`config.mk`:
```
export PLATFORM = sky130hd
export DESIGN_NAME = instruction_fetch_stage
export DESIGN_NICKNAME = d
export VERILOG_FILES = /design/src/rtl/instruction_fetch_stage.sv
export SDC_FILE = /design/constraint.sdc
export NUM_CORES = 1
export LEC_CHECK = 0
export CORE_MARGIN = 3
export CORE_UTILIZATION = 45
export CTS_BUF_LIST = sky130_fd_sc_hd__clkbuf_2
export DETAILED_ROUTE_END_ITERATION = 10
export PLACE_DENSITY = 0.78
export SYNTH_ARGS = -nofsm -noshare
export SYNTH_HDL_FRONTEND = slang
export SYNTH_SLANG_ARGS = --single-unit
```
`constraint.sdc`:
```
create_clock -name clk -period 5 [get_ports clk]
set_input_delay 1 -clock clk [delete_from_list [all_inputs] [get_ports clk]]
set_output_delay 1 -clock clk [all_outputs]
set_load 0.01 [all_outputs]
```
`src/rtl/instruction_fetch_stage.sv`:
```
// rtl/instruction_fetch_stage.sv - IF stage: fetch PC, single-outstanding imem requests, IF/ID register
// Optional misaligned-redirect tagging is enabled by defining FETCH_ALIGN_CHECK_EN.
module instruction_fetch_stage #(
  parameter logic [31:0] RESET_PC  = 32'h0000_0000,
  parameter logic [31:0] NOP_INSTR = 32'h0000_0013
) (
  input  logic        clk,
  input  logic        rst,
  input  logic        StallD,
  input  logic        FlushD,
  input  logic        PCSrcE,
  input  logic [31:0] PCTargetE,
  output logic        ImemReq,
  output logic [31:0] ImemAddr,
  input  logic        ImemReady,
  input  logic        ImemRvalid,
  input  logic [31:0] ImemRdata,
  output logic [31:0] InstrD,
  output logic [31:0] PCD,
  output logic [31:0] PCPlus4D,
  output logic        ValidD,
  output logic        FetchFaultD
);

  typedef enum logic [1:0] {
    ST_ISSUE = 2'd0,
    ST_WAIT  = 2'd1,
    ST_HOLD  = 2'd2,
    ST_DROP  = 2'd3
  } state_t;

  state_t      state_q, state_d;
  logic [31:0] pcf_q, pcf_d;
  logic        pcf_fault_q, pcf_fault_d;
  logic [31:0] pc_inflight_q, pc_inflight_d;
  logic        fault_inflight_q, fault_inflight_d;
  logic [31:0] hold_instr_q, hold_instr_d;
  logic [31:0] hold_pc_q, hold_pc_d;
  logic        hold_fault_q, hold_fault_d;
  logic [31:0] instr_q, instr_d;
  logic [31:0] pcd_q, pcd_d;
  logic [31:0] pcplus4_q, pcplus4_d;
  logic        valid_q, valid_d;
  logic        fault_q, fault_d;

  logic        req_c;
  logic        accept;
  logic        avail;
  logic [31:0] avail_instr;
  logic [31:0] avail_pc;
  logic        avail_fault;
  logic        redirect_fault;

`ifdef FETCH_ALIGN_CHECK_EN
  assign redirect_fault = |PCTargetE[1:0];
`else
  logic unused_target_low;
  assign unused_target_low = ^PCTargetE[1:0];
  assign redirect_fault    = 1'b0;
`endif

  // Request is combinational so a response can trigger the next fetch in the same cycle.
  always_comb begin
    req_c = 1'b0;
    case (state_q)
      ST_ISSUE: req_c = 1'b1;
      ST_WAIT:  req_c = ImemRvalid & ~StallD;
      default:  req_c = 1'b0;
    endcase
    if (PCSrcE) req_c = 1'b0;
  end

  assign ImemReq  = req_c & rst;
  assign ImemAddr = {pcf_q[31:2], 2'b00};
  assign accept   = ImemReq & ImemReady;

  always_comb begin
    state_d          = state_q;
    pcf_d            = pcf_q;
    pcf_fault_d      = pcf_fault_q;
    pc_inflight_d    = pc_inflight_q;
    fault_inflight_d = fault_inflight_q;
    hold_instr_d     = hold_instr_q;
    hold_pc_d        = hold_pc_q;
    hold_fault_d     = hold_fault_q;
    instr_d          = instr_q;
    pcd_d            = pcd_q;
    pcplus4_d        = pcplus4_q;
    valid_d          = valid_q;
    fault_d          = fault_q;
    avail            = 1'b0;
    avail_instr      = ImemRdata;
    avail_pc         = pc_inflight_q;
    avail_fault      = fault_inflight_q;

    case (state_q)
      ST_ISSUE: begin
        if (!PCSrcE && accept) state_d = ST_WAIT;
      end
      ST_WAIT: begin
        if (ImemRvalid) begin
          if (PCSrcE) begin
            state_d = ST_ISSUE;
          end else if (StallD) begin
            hold_instr_d = ImemRdata;
            hold_pc_d    = pc_inflight_q;
            hold_fault_d = fault_inflight_q;
            state_d      = ST_HOLD;
          end else begin
            avail   = 1'b1;
            state_d = accept ? ST_WAIT : ST_ISSUE;
          end
        end else if (PCSrcE) begin
          state_d = ST_DROP;
        end
      end
      ST_HOLD: begin
        if (PCSrcE) begin
          state_d = ST_ISSUE;
        end else if (!StallD) begin
          avail       = 1'b1;
          avail_instr = hold_instr_q;
          avail_pc    = hold_pc_q;
          avail_fault = hold_fault_q;
          state_d     = ST_ISSUE;
        end
      end
      default: begin
        if (ImemRvalid) state_d = ST_ISSUE;
      end
    endcase

    // The fault tag belongs only to the first fetch after a misaligned redirect.
    if (PCSrcE) begin
      pcf_d       = {PCTargetE[31:2], 2'b00};
      pcf_fault_d = redirect_fault;
    end else if (accept) begin
      pcf_d            = pcf_q + 32'd4;
      pcf_fault_d      = 1'b0;
      pc_inflight_d    = pcf_q;
      fault_inflight_d = pcf_fault_q;
    end

    if (FlushD) begin
      instr_d = NOP_INSTR;
      valid_d = 1'b0;
      fault_d = 1'b0;
    end else if (!StallD) begin
      if (avail) begin
        instr_d   = avail_instr;
        pcd_d     = avail_pc;
        pcplus4_d = avail_pc + 32'd4;
        valid_d   = 1'b1;
        fault_d   = avail_fault;
      end else begin
        instr_d = NOP_INSTR;
        valid_d = 1'b0;
        fault_d = 1'b0;
      end
    end
  end

  always_ff @(posedge clk or negedge rst) begin
    if (!rst) begin
      state_q          <= ST_ISSUE;
      pcf_q            <= RESET_PC;
      pcf_fault_q      <= 1'b0;
      pc_inflight_q    <= RESET_PC;
      fault_inflight_q <= 1'b0;
      hold_instr_q     <= NOP_INSTR;
      hold_pc_q        <= 32'd0;
      hold_fault_q     <= 1'b0;
      instr_q          <= NOP_INSTR;
      pcd_q            <= 32'd0;
      pcplus4_q        <= 32'd0;
      valid_q          <= 1'b0;
      fault_q          <= 1'b0;
    end else begin
      state_q          <= state_d;
      pcf_q            <= pcf_d;
      pcf_fault_q      <= pcf_fault_d;
      pc_inflight_q    <= pc_inflight_d;
      fault_inflight_q <= fault_inflight_d;
      hold_instr_q     <= hold_instr_d;
      hold_pc_q        <= hold_pc_d;
      hold_fault_q     <= hold_fault_d;
      instr_q          <= instr_d;
      pcd_q            <= pcd_d;
      pcplus4_q        <= pcplus4_d;
      valid_q          <= valid_d;
      fault_q          <= fault_d;
    end
  end

  assign InstrD      = instr_q;
  assign PCD         = pcd_q;
  assign PCPlus4D    = pcplus4_q;
  assign ValidD      = valid_q;
  assign FetchFaultD = fault_q;

endmodule

```
== Word-level counts from Yosys, hierarchy flattened ==
Index checks and enable logic that the tools add are counted.
Storage, ports and cells
  memories: 0
  register bits after elaboration: 231
  output and inout port bits: 131
  bits in latches: 0
  memory bits (writable): 0
  memory bits (read-only): 0
  input port bits: 71
Operators by class
  muxes and demuxes: 36
  bitwise operators: 6
  divide/modulo/power cells: 0
  magnitude comparators: 0
  shift operators: 0
  equal/unequal tests: 6
  add/subtract/negate cells: 2
  reductions and logical operators: 10
  multipliers: 0
Operator list (count)
  $mux W32: 10
  $add A32 B3 Y32 const B: 2
  $mux W2: 8
  $mux W1: 15
  $reduce_and A4 Y1: 2
  $ne A3 B3 Y1 const B: 2
  $pmux W2 S3: 1
  $reduce_and A3 Y1: 2
  $pmux W1 S2: 2
  $reduce_bool A4 Y1: 1
  $and A1 B1 Y1: 3
  $not A1 Y1: 3
  $eq A2 B1 Y1 const B: 1
  $eq A2 B2 Y1 const B: 1
  $logic_not A2 Y1: 1
  $ne A2 B1 Y1 const B: 1
  $ne A2 B2 Y1 const B: 1
  $reduce_and A2 Y1: 1
  $reduce_bool A2 Y1: 1
  $logic_and A1 B1 Y1: 1
  $logic_not A1 Y1: 1

== Logic depth before layout (Yosys ltp) ==
Gate-level depths: netlist (run 1).
  depth after elaboration: 11
  gate-level depth with buffers: 16

== Worst setup path after synthesis (run 1) ==
Ideal clock, no wire load.
  kind: in2reg
  from: input port PCSrcE
  to: register pcplus4_q[26] (netlist: PCPlus4D[26])
  arrival time: 3.883 ns
  required time: 4.874 ns
  path buffers: 4
  cell stages on the path: 13
  library setup time: 0.126 ns
  slack: 0.991 ns
  cells stage by stage: buf_2 > nor3b_2 > buf_2 > buf_2 > buf_2 > nand2_1 > nand2_1 > ha_1 > inv_1 > nor4_1 > o22ai_2 > or3_1 > a221o_1
On the way
  elaborated cells on any way between the ends: 7
  classes of those cells: 1 x add/sub; 5 x mux; 1 x reduce/logical
RTL lines
  start: declaration: RTL line 11  | input logic PCSrcE,
  $mux W32: RTL line 118  | if (PCSrcE) begin
  $mux W32: RTL line 96  | case (state_q)
  net avail_pc[2]: RTL line 50  | logic [31:0] avail_pc;
  $add A32 B3 Y32: RTL line 152  | pcplus4_d = avail_pc + 32'd4;
  end signal: assignment: RTL line 189  | pcplus4_q <= pcplus4_d;
  end: declaration: RTL line 42  | logic [31:0] pcplus4_q, pcplus4_d;
The timed path passes the listed nets, and every way through them passes these cells.
A chain may end at the register's enable or synchronous reset.

== Final worst setup path (run 1) ==
  from: input port rst
  to: output port ImemReq
On the way
  word-level cells in the longest chain between the ends: 1
Ends and longest elaborated chain
  start: declaration: RTL line 8  | input logic rst,
  $and A1 B1 Y1: RTL line 73  | assign ImemReq = req_c & rst;
  end: declaration: RTL line 13  | output logic ImemReq,
No other way between the ends.

==> impl_metrics.json, run 1 <==
{
  "outcome": "finished clean",
  "grt_pass1_wl_um": 45000,
  "ctsHoldBuffers": 1,
  "htree_num_levels": 2,
  "ioPinCount": 202,
  "fin_setup_tns_ps": 0,
  "dr_total_vias": 8866,
  "yosys_warnings": 0,
  "hold_violations": 0,
  "min_to": "ValidD",
  "slew_headroom_pct": 25.4,
  "synth.avg_cell_area_sq_um": 10.1,
  "place_congestion": 0.859,
  "slew_viol_final": 0,
  "finalNetCount": 1332,
  "synth_common_cells": "nand2_1 (227), dfrtp_1 (215), o21ai_0 (95)",
  "grt_setup_unrepaired": "false",
  "fin_crit_ps": 3920,
  "cp.arrival_ps": 2920,
  "post-route-period-util_pct": 78.4,
  "initial_core_util_pct": 46.4,
  "wl_per_cell_um": 17.2,
  "first_pass_iters": 5,
  "synthArstFlopShare_pct": 100,
  "fp-row-count": 55,
  "wl_um": 27600,
  "drtIter0Drc": 751,
  "dpl.hpwl_um": 19400,
  "die_w_um": 160,
  "area_delta_synth_final_pct": 25.9,
  "drc": 0,
  "clk_pin_slew_ps": 90,
  "synth_seq_cells": 221,
  "postSynthCellCount": 1050,
  "worstReg2RegStart": "state_q[0]",
  "synth_flop_cell": "dfrtp_1",
  "cts_made_buffers": 56,
  "cp_num_buf_inv": 3,
  "synth_seq_area_share_pct": 52.0,
  "viasPerCell": 5.52,
  "crit_chain": "dlygate4sd3_1 -> buf_8 -> nor2b_1 -> o211a_1 -> clkdlybuf4s50_1",
  "grt_pass1_vias": 8770,
  "min-delay-start": "ValidD",
  "fmax_ghz": 0.255,
  "ant_nets": 0,
  "rrSetupSlack_ps": 1600,
  "worst_r2r_path_depth": 12,
  "power.density_nw_per_um2": 433,
  "fin_util_pct": 58.4,
  "vdd_drop_max_mv": 0.174,
  "post_cts_resize_count": 0,
  "synth.most_common_cell": "nand2_1",
  "crit_type": "in -> out",
  "synth_edf_count": 0,
  "synthDominantCellAreaShare_pct": 50.6,
  "finalClockSkew_ps": 76.1,
  "cts_buffer_depth": 3,
  "worstHoldPathCells": 2,
  "slowest_stage": "dlygate4sd3_1",
  "grt_antenna_before_repair": 1,
  "die_area_sq_um": 25500,
  "yosys.area.top_type": "dfrtp_1",
  "worstPathRequired_ps": 4000,
  "ys_types": 68,
  "fp.dieH_um": 160,
  "cts_num_sinks": 221,
  "cp_max_fo": 31,
  "cp.depth": 5,
  "clk_latency_ps": 840,
  "core_area_sq_um": 22900,
  "grt_util_all_layers_pct": 21.2,
  "port_buffers": 196,
  "r2r-end": "PCPlus4D[28]",
  "end_kind": "output port",
  "post_cts_buffers": 0,
  "drive_above_1_share_pct": 14.9,
  "grt_max_degree": 76,
  "cts_tree": "built",
  "p_leak_nw": 6.30,
  "maxCapViolCount": 0,
  "synth_area_leaders": "dfrtp_1 (51%), nand2_1 (8.0%), mux2_2 (7.0%), mux2i_1 (5.8%), o21ai_0 (4.5%)",
  "mappedNetlistArea_sq_um": 10600,
  "min_path_type": "reg -> reg",
  "cts_root_buf": "clkbuf_2",
  "finalSetupViolCount": 0,
  "worstSetupStartpointType": "primary input",
  "worst_pin_slew_ps": 1120,
  "cpPeakStageDelay_ps": 560,
  "grt_overflow_total": 0,
  "cp_top_family": "buffers and inverters"
}
through the flow:
stage	area [sq um]	instances	hold slack (ps)	total power [W]	setup WS, ps
after floorplan	10600	1052	453	0.00367	991
final	13400	1607	478	0.00579	1080
after detailed placement	12800	1508	463	0.00455	941
after global placement	12800	1508	460	0.00446	1030
after CTS	13400	1606	484	0.00584	1050
after global routing	13400	1607	499	0.00617	962
worst max-delay path by stage:
stage,start,endpoint,slack (ps)
final,rst,ImemReq,1080
after global routing,rst,ImemReq,960
after CTS,rst,ImemReq,1050
after detailed placement,StallD,PCPlus4D[26],940
after global placement,StallD,PCPlus4D[28],1030
after floorplan,PCSrcE,PCPlus4D[26],990
logic make-up after synthesis:
kind of cell,after synthesis,share of synthesized area [%]
multiplexers,128,12.8
XOR/XNOR,17,1.40
adder cells (fa/ha/maj),7,0.823
AND/OR/NAND/NOR,395,17.3
flip-flops,221,52.0
AO/OA/AOI/OAI,201,12.2
other,1,0.0352
buffers and inverters,80,3.33
worst register-to-register path, cell delays in order (launching register included):
cell and delay [ps]:
dfrtp_1 410, inv_1 140, ha_1 410, nor3b_4 380
nand2_1 120, nand2_1 70, ha_1 210, inv_1 130
nor4_1 320, buf_4 190, o22ai_2 220, or3_1 420
a221o_1 320
placed cells by master (no fill, tap or decap), drive strengths merged, types with 10 or more instances in the layout:
cell type | netlist | layout
inv | 11 | 11
xnor2 | 13 | 13
and3 | 20 | 20
buf | 27 | 18
o311ai | 16 | 16
mux2i | 62 | 62
a31oi | 13 | 13
nor4 | 11 | 11
clkbuf | 42 | 86
dfrtp | 215 | 215
nand4 | 20 | 20
nand2 | 227 | 227
mux2 | 66 | 66
a21oi | 13 | 13
nand3 | 29 | 29
clkdlybuf4s50 | 0 | 194
a21o | 10 | 10
o21ai | 96 | 96
nor2 | 32 | 32
sequential cells by signal, indices dropped and copies added (netlist names), 2 cells and up:
name           cells
InstrD            32
PCD               32
PCPlus4D          30
hold_instr_q      32
hold_pc_q         32
pc_inflight_q     30
pcf_q             30
state_q            2
routing by layer:
| metal | vias to the layer above | share of wire, % | GRT usage, % |
|---|---|---|---|
| met3 | 28 | 7.2 | 4.31 |
| met1 | 4295 | 46 | 30.8 |
| met2 | 352 | 45 | 32.6 |
| met4 | 0 | 1.1 | 5.36 |
| met5 | - | 0 | 0 |
| li1 | 4191 | - | - |
report_power, final:
group          leakage [nW]  internal (W)  switching [W]
clock                 0.404      0.000555       0.000710
sequential             2.87       0.00231       0.000507
combinational          3.03      0.000897       0.000813
total                  6.30       0.00376        0.00203
area by class of cell:
cell class	count	area, sq um
multi-input cells	751	4800
well taps	313	392
inverters	11	41.3
fillers	1946	9520
flip-flops and latches	221	5540
diodes	1	2.50
clock inverters	11	100
clock buffers	86	430
repair buffers	213	2090
Power figures use the tool's default switching activity.
==> inputs of run 2 (changes only) <==
Clock period 5 ns to 3.64 ns, I/O delays scaled along.
==> run 2 against run 1 <==
  * Non-clock buffer count rose by 13
  * Final cell count rose by 0.68%
  * Design area rose by 0.59%
  * Global-route usage fell by 0.11 points
  * Register-to-register slack got worse by 1100 ps
  * First-iteration DRC count fell by 8.3%
  * Highest routed layer unchanged
  * Critical path depth did not move
  * Total power rose by 35%
  * Critical path type is now reg -> out
  * Clock-buffer cell count rose by 5
==> impl_metrics.json, run 2 (synthesized netlist as in run 1, its figures left out) <==
{
  "place_congestion": 0.900,
  "fin_util_pct": 58.8,
  "crit_type": "reg -> out",
  "finalSetupViolCount": 0,
  "cts_made_buffers": 55,
  "cp_max_fo": 5,
  "fp.dieH_um": 160,
  "ioPinCount": 202,
  "dpl_cell_area_sq_um": 13000,
  "multiInputGateArea_sq_um": 4800,
  "vdd_drop_max_mv": 0.211,
  "grt_util_all_layers_pct": 21.1,
  "finalNetCount": 1344,
  "cp.arrival_ps": 2510,
  "area_delta_synth_final_pct": 26.6,
  "post_cts_buffers": 0,
  "p_leak_nw": 6.36,
  "worst_pin_slew_ps": 1070,
  "slew_headroom_pct": 28.1,
  "regArea_sq_um": 5540,
  "mostFrequentLayoutCells": "nand2_1 (227), dfrtp_1 (215), clkdlybuf4s50_1 (194)",
  "fin_crit_ps": 3240,
  "design_area_sq_um": 13500,
  "total_power_w": 0.00784,
  "die_area_sq_um": 25500,
  "nFillCells": 1959,
  "final_common_cell": "nand2_1",
  "outcome": "finished clean",
  "min_path_type": "in -> reg",
  "initial_core_util_pct": 46.4,
  "grt_setup_unrepaired": "false",
  "cts_num_sinks": 221,
  "drc": 0,
  "grt_pass1_wl_um": 44700,
  "grt_overflow_total": 0,
  "die_w_um": 160,
  "power.density_nw_per_um2": 582,
  "cts_tree": "built",
  "clk_pin_slew_ps": 110,
  "dr_total_vias": 8812,
  "hold_violations": 0,
  "wl_per_cell_um": 17.0,
  "post_cts_resize_count": 0,
  "maxCapViolCount": 0,
  "worst_r2r_path_depth": 11,
  "post-route-period-util_pct": 89.0,
  "wl_um": 27500,
  "core_area_sq_um": 22900,
  "grt_max_degree": 142,
  "port_buffers": 196,
  "grt_antenna_before_repair": 2,
  "cts_buffer_depth": 3,
  "fp-row-count": 55,
  "fmax_ghz": 0.309,
  "worstHoldPathCells": 3,
  "first_pass_iters": 6,
  "fin_setup_tns_ps": 0,
  "whs_ps": 460,
  "htree_num_levels": 2,
  "viasPerCell": 5.45,
  "finalClockSkew_ps": 68.2,
  "drive_above_1_share_pct": 16.1,
  "grt_pass1_vias": 8497,
  "ctsHoldBuffers": 0,
  "worstSetupStartpointType": "flop",
  "drtIter0Drc": 689,
  "cts_root_buf": "clkbuf_2",
  "ant_nets": 0,
  "slew_viol_final": 0,
  "dpl.hpwl_um": 19300,
  "end_kind": "output port",
  "worstPathRequired_ps": 2910,
  "clk_latency_ps": 820
}
run 2: routing by layer:
layer	wire (um)	up-vias	GRT usage (%)	share of wire (%)
li1	-	4213	-	-
met1	12600	4199	31.0	46
met2	12300	358	31.8	45
met3	2040	42	4.25	7.4
met4	478	0	5.84	1.7
met5	0	-	0	0
run 2: worst max-delay path, stage by stage (launching register included):
cell	delay, ps
dfrtp_1	400
inv_1	140
ha_1	210
and3b_1	280
o211a_1	160
clkdlybuf4s50_1	550
run 2: stage by stage:
stage,worst slack (ps),cells
after CTS,336,1616
final,402,1618
after global placement,169,1521
after detailed placement,117,1521
after global routing,178,1618
after floorplan,15.1,1052
run 2: final timing paths:
kind	start	slack, ps	to
max	state_q[1]	400	ImemReq
max reg2reg	state_q[0]	460	PCPlus4D[28]
min in group asynchronous	rst	640	hold_instr_q[19]
min reg2reg	PCD[28]	480	PCD[28]
min	PCTargetE[20]	460	pcf_q[20]
max in group asynchronous	rst	1350	hold_pc_q[28]
run 2: cell type report:
type | count | share of cell area [%]
well taps | 313 | 2.91
clock buffers | 91 | 3.38
multi-input cells | 751 | 35.6
diodes | 1 | 0.0186
repair buffers | 226 | 16.4
clock inverters | 4 | 0.186
flip-flops and latches | 221 | 41.1
inverters | 11 | 0.307
run 2: power breakdown:
part	switching [W]	total [W]	internal [W]	leakage, nW
registers	0.000688	0.00386	0.00317	2.87
logic	0.00112	0.00237	0.00125	3.11
clock network	0.000962	0.00161	0.000647	0.389
total	0.00277	0.00784	0.00507	6.36
==> inputs of run 3 (changes only) <==
Settings changed: CELL_PAD_IN_SITES_DETAIL_PLACEMENT set to 2, CELL_PAD_IN_SITES_GLOBAL_PLACEMENT set to 2, CORE_UTILIZATION 45 to 34, PLACE_DENSITY 0.78 to 0.89.
==> run 3 against run 2 <==
  * Clock power is 24% higher
  * Critical path depth stayed put
  * Register-to-register slack worse by 200 ps
  * Clock-buffer cell count is 7 higher
  * Critical endpoint unchanged
  * Highest routed layer is now met5
==> impl_metrics.json, run 3 (synthesized netlist as in run 1, its figures left out) <==
{
  "grt_antenna_before_repair": 4,
  "total_power_w": 0.00861,
  "maxCapViolCount": 0,
  "place_congestion": 0.838,
  "fmax_ghz": 0.289,
  "crit_chain": "dlygate4sd3_1 -> buf_8 -> nor2b_1 -> o211a_1 -> clkdlybuf4s50_1",
  "drc": 0,
  "outcome": "finished clean",
  "min_path_type": "in -> async",
  "grt_util_all_layers_pct": 25.0,
  "wl_per_cell_um": 24.4,
  "htree_num_levels": 3,
  "drive_above_1_share_pct": 17.0,
  "grt_pass1_vias": 10900,
  "dp_cells": 1609,
  "ant_nets": 0,
  "power.density_nw_per_um2": 628,
  "dr_total_vias": 9673,
  "mostFrequentLayoutCells": "nand2_1 (227), dfrtp_1 (215), clkdlybuf4s50_1 (194)",
  "port_buffers": 196,
  "worst_pin_slew_ps": 1170,
  "grt_pass1_wl_um": 65600,
  "cts_buffer_depth": 3,
  "final_common_cell": "nand2_1",
  "rrSetupSlack_ps": 260,
  "clk_latency_ps": 900,
  "finalNetCount": 1360,
  "post-route-period-util_pct": 95.1,
  "finalClockSkew_ps": 90.9,
  "vdd_drop_max_mv": 0.182,
  "nFillCells": 3230,
  "area_delta_synth_final_pct": 28.8,
  "wl_um": 42100,
  "ioPinCount": 202,
  "slowest_stage": "dlygate4sd3_1",
  "grt_overflow_total": 0,
  "cp_max_fo": 38,
  "core_area_sq_um": 30700,
  "slew_headroom_pct": 21.8,
  "cts_root_buf": "clkbuf_2",
  "layout.cells.non_filler": 1727,
  "cts_num_sinks": 221,
  "cts_made_buffers": 66,
  "dpl.hpwl_um": 27000,
  "fin_setup_tns_ps": 0,
  "finalSetupViolCount": 0,
  "clk_pin_slew_ps": 110,
  "viasPerCell": 5.60,
  "crit_type": "in -> out",
  "end_kind": "output port",
  "fp-row-count": 64,
  "hold_violations": 0,
  "drtIter0Drc": 615,
  "cp_num_buf_inv": 3,
  "initial_core_util_pct": 34.6,
  "cp.arrival_ps": 2730,
  "die_w_um": 183,
  "cts_tree": "built",
  "fin_crit_ps": 3460,
  "cpPeakStageDelay_ps": 560,
  "worstPathRequired_ps": 2910,
  "first_pass_iters": 7,
  "cp_top_family": "buffers and inverters",
  "p_leak_nw": 6.43,
  "worstSetupStartpointType": "primary input",
  "die_area_sq_um": 33500,
  "grt_max_degree": 143,
  "slew_viol_final": 0,
  "fp.dieH_um": 183
}
==> run 3: cell count changes in the layout (fill, tap and decap cells not counted), moves of 2 or more <==
| cell | change |
|---|---|
| inv_2 | +3 |
| clkbuf_2 | +7 |
| clkinv_1 | +8 |
| clkinv_4 | -2 |
| diode_2 | +3 |
| buf_4 | +6 |
==> run 3: timing repair <==
action                                 4_1_cts  5_1_grt
setup endpoints to repair                    0        7
hold buffers                                 1        0
endpoints found under the hold margin       35        0
resized for setup                            0        1
setup buffers                                0        0
==> run 3: metal layers <==
metal  wire [um]  GRT usage (%)  vias to the layer above
li1            -              -                     4237
met1       18000           31.8                     4938
met2       20300           41.6                      387
met3        2270           5.30                      109
met4        1500           10.0                        2
met5          13              0                        -
==> run 3: worst reg2reg max path, stage by stage, from the launching register on <==
cell	delay, ps
dfrtp_1	420
inv_1	150
ha_2	350
nor3b_4	360
nand2_1	140
nand2_1	90
ha_1	250
inv_1	140
nor4_2	410
o22ai_2	250
or3_1	430
a221o_1	350
==> run 3: where the power goes <==
part	total [W]	switching [W]	internal (W)
clock network	0.00200	0.00122	0.000780
logic	0.00261	0.00135	0.00126
registers	0.00401	0.000834	0.00317
==> run 3: through the flow <==
step	hold WS (ps)	setup WS (ps)	utilization (%)	instance area (sq um)
global placement	460	171	42.6	13100
CTS	224	109	44.5	13700
floorplan	432	15.1	-	10700
detailed placement	471	10.5	42.6	13100
finish	296	179	44.6	13700
global route	225	-23.7	44.6	13700
==> run 3: path summary, 6_finish.rpt <==
check / start / end / cells past startpoint
max in group asynchronous: rst / PCPlus4D[5] / 3
worst min register to register: PCPlus4D[10] / PCPlus4D[10] / 2
worst max register to register: state_q[0] / PCPlus4D[26] / 11
min in group clk: PCTargetE[20] / pcf_q[20] / 3
worst min-delay path: rst / InstrD[22] / 2
worst max-delay path: rst / ImemReq / 5
==> run 3: layout make-up <==
type,instances,area (sq um),area share [%]
flip-flops and latches,221,5540,40.4
clock buffers,98,490,3.58
well taps,396,495,3.62
diodes,4,10.0,0.0730
clock inverters,15,86.3,0.630
multi-input cells,751,4800,35.1
repair buffers,231,2240,16.3
inverters,11,41.3,0.301
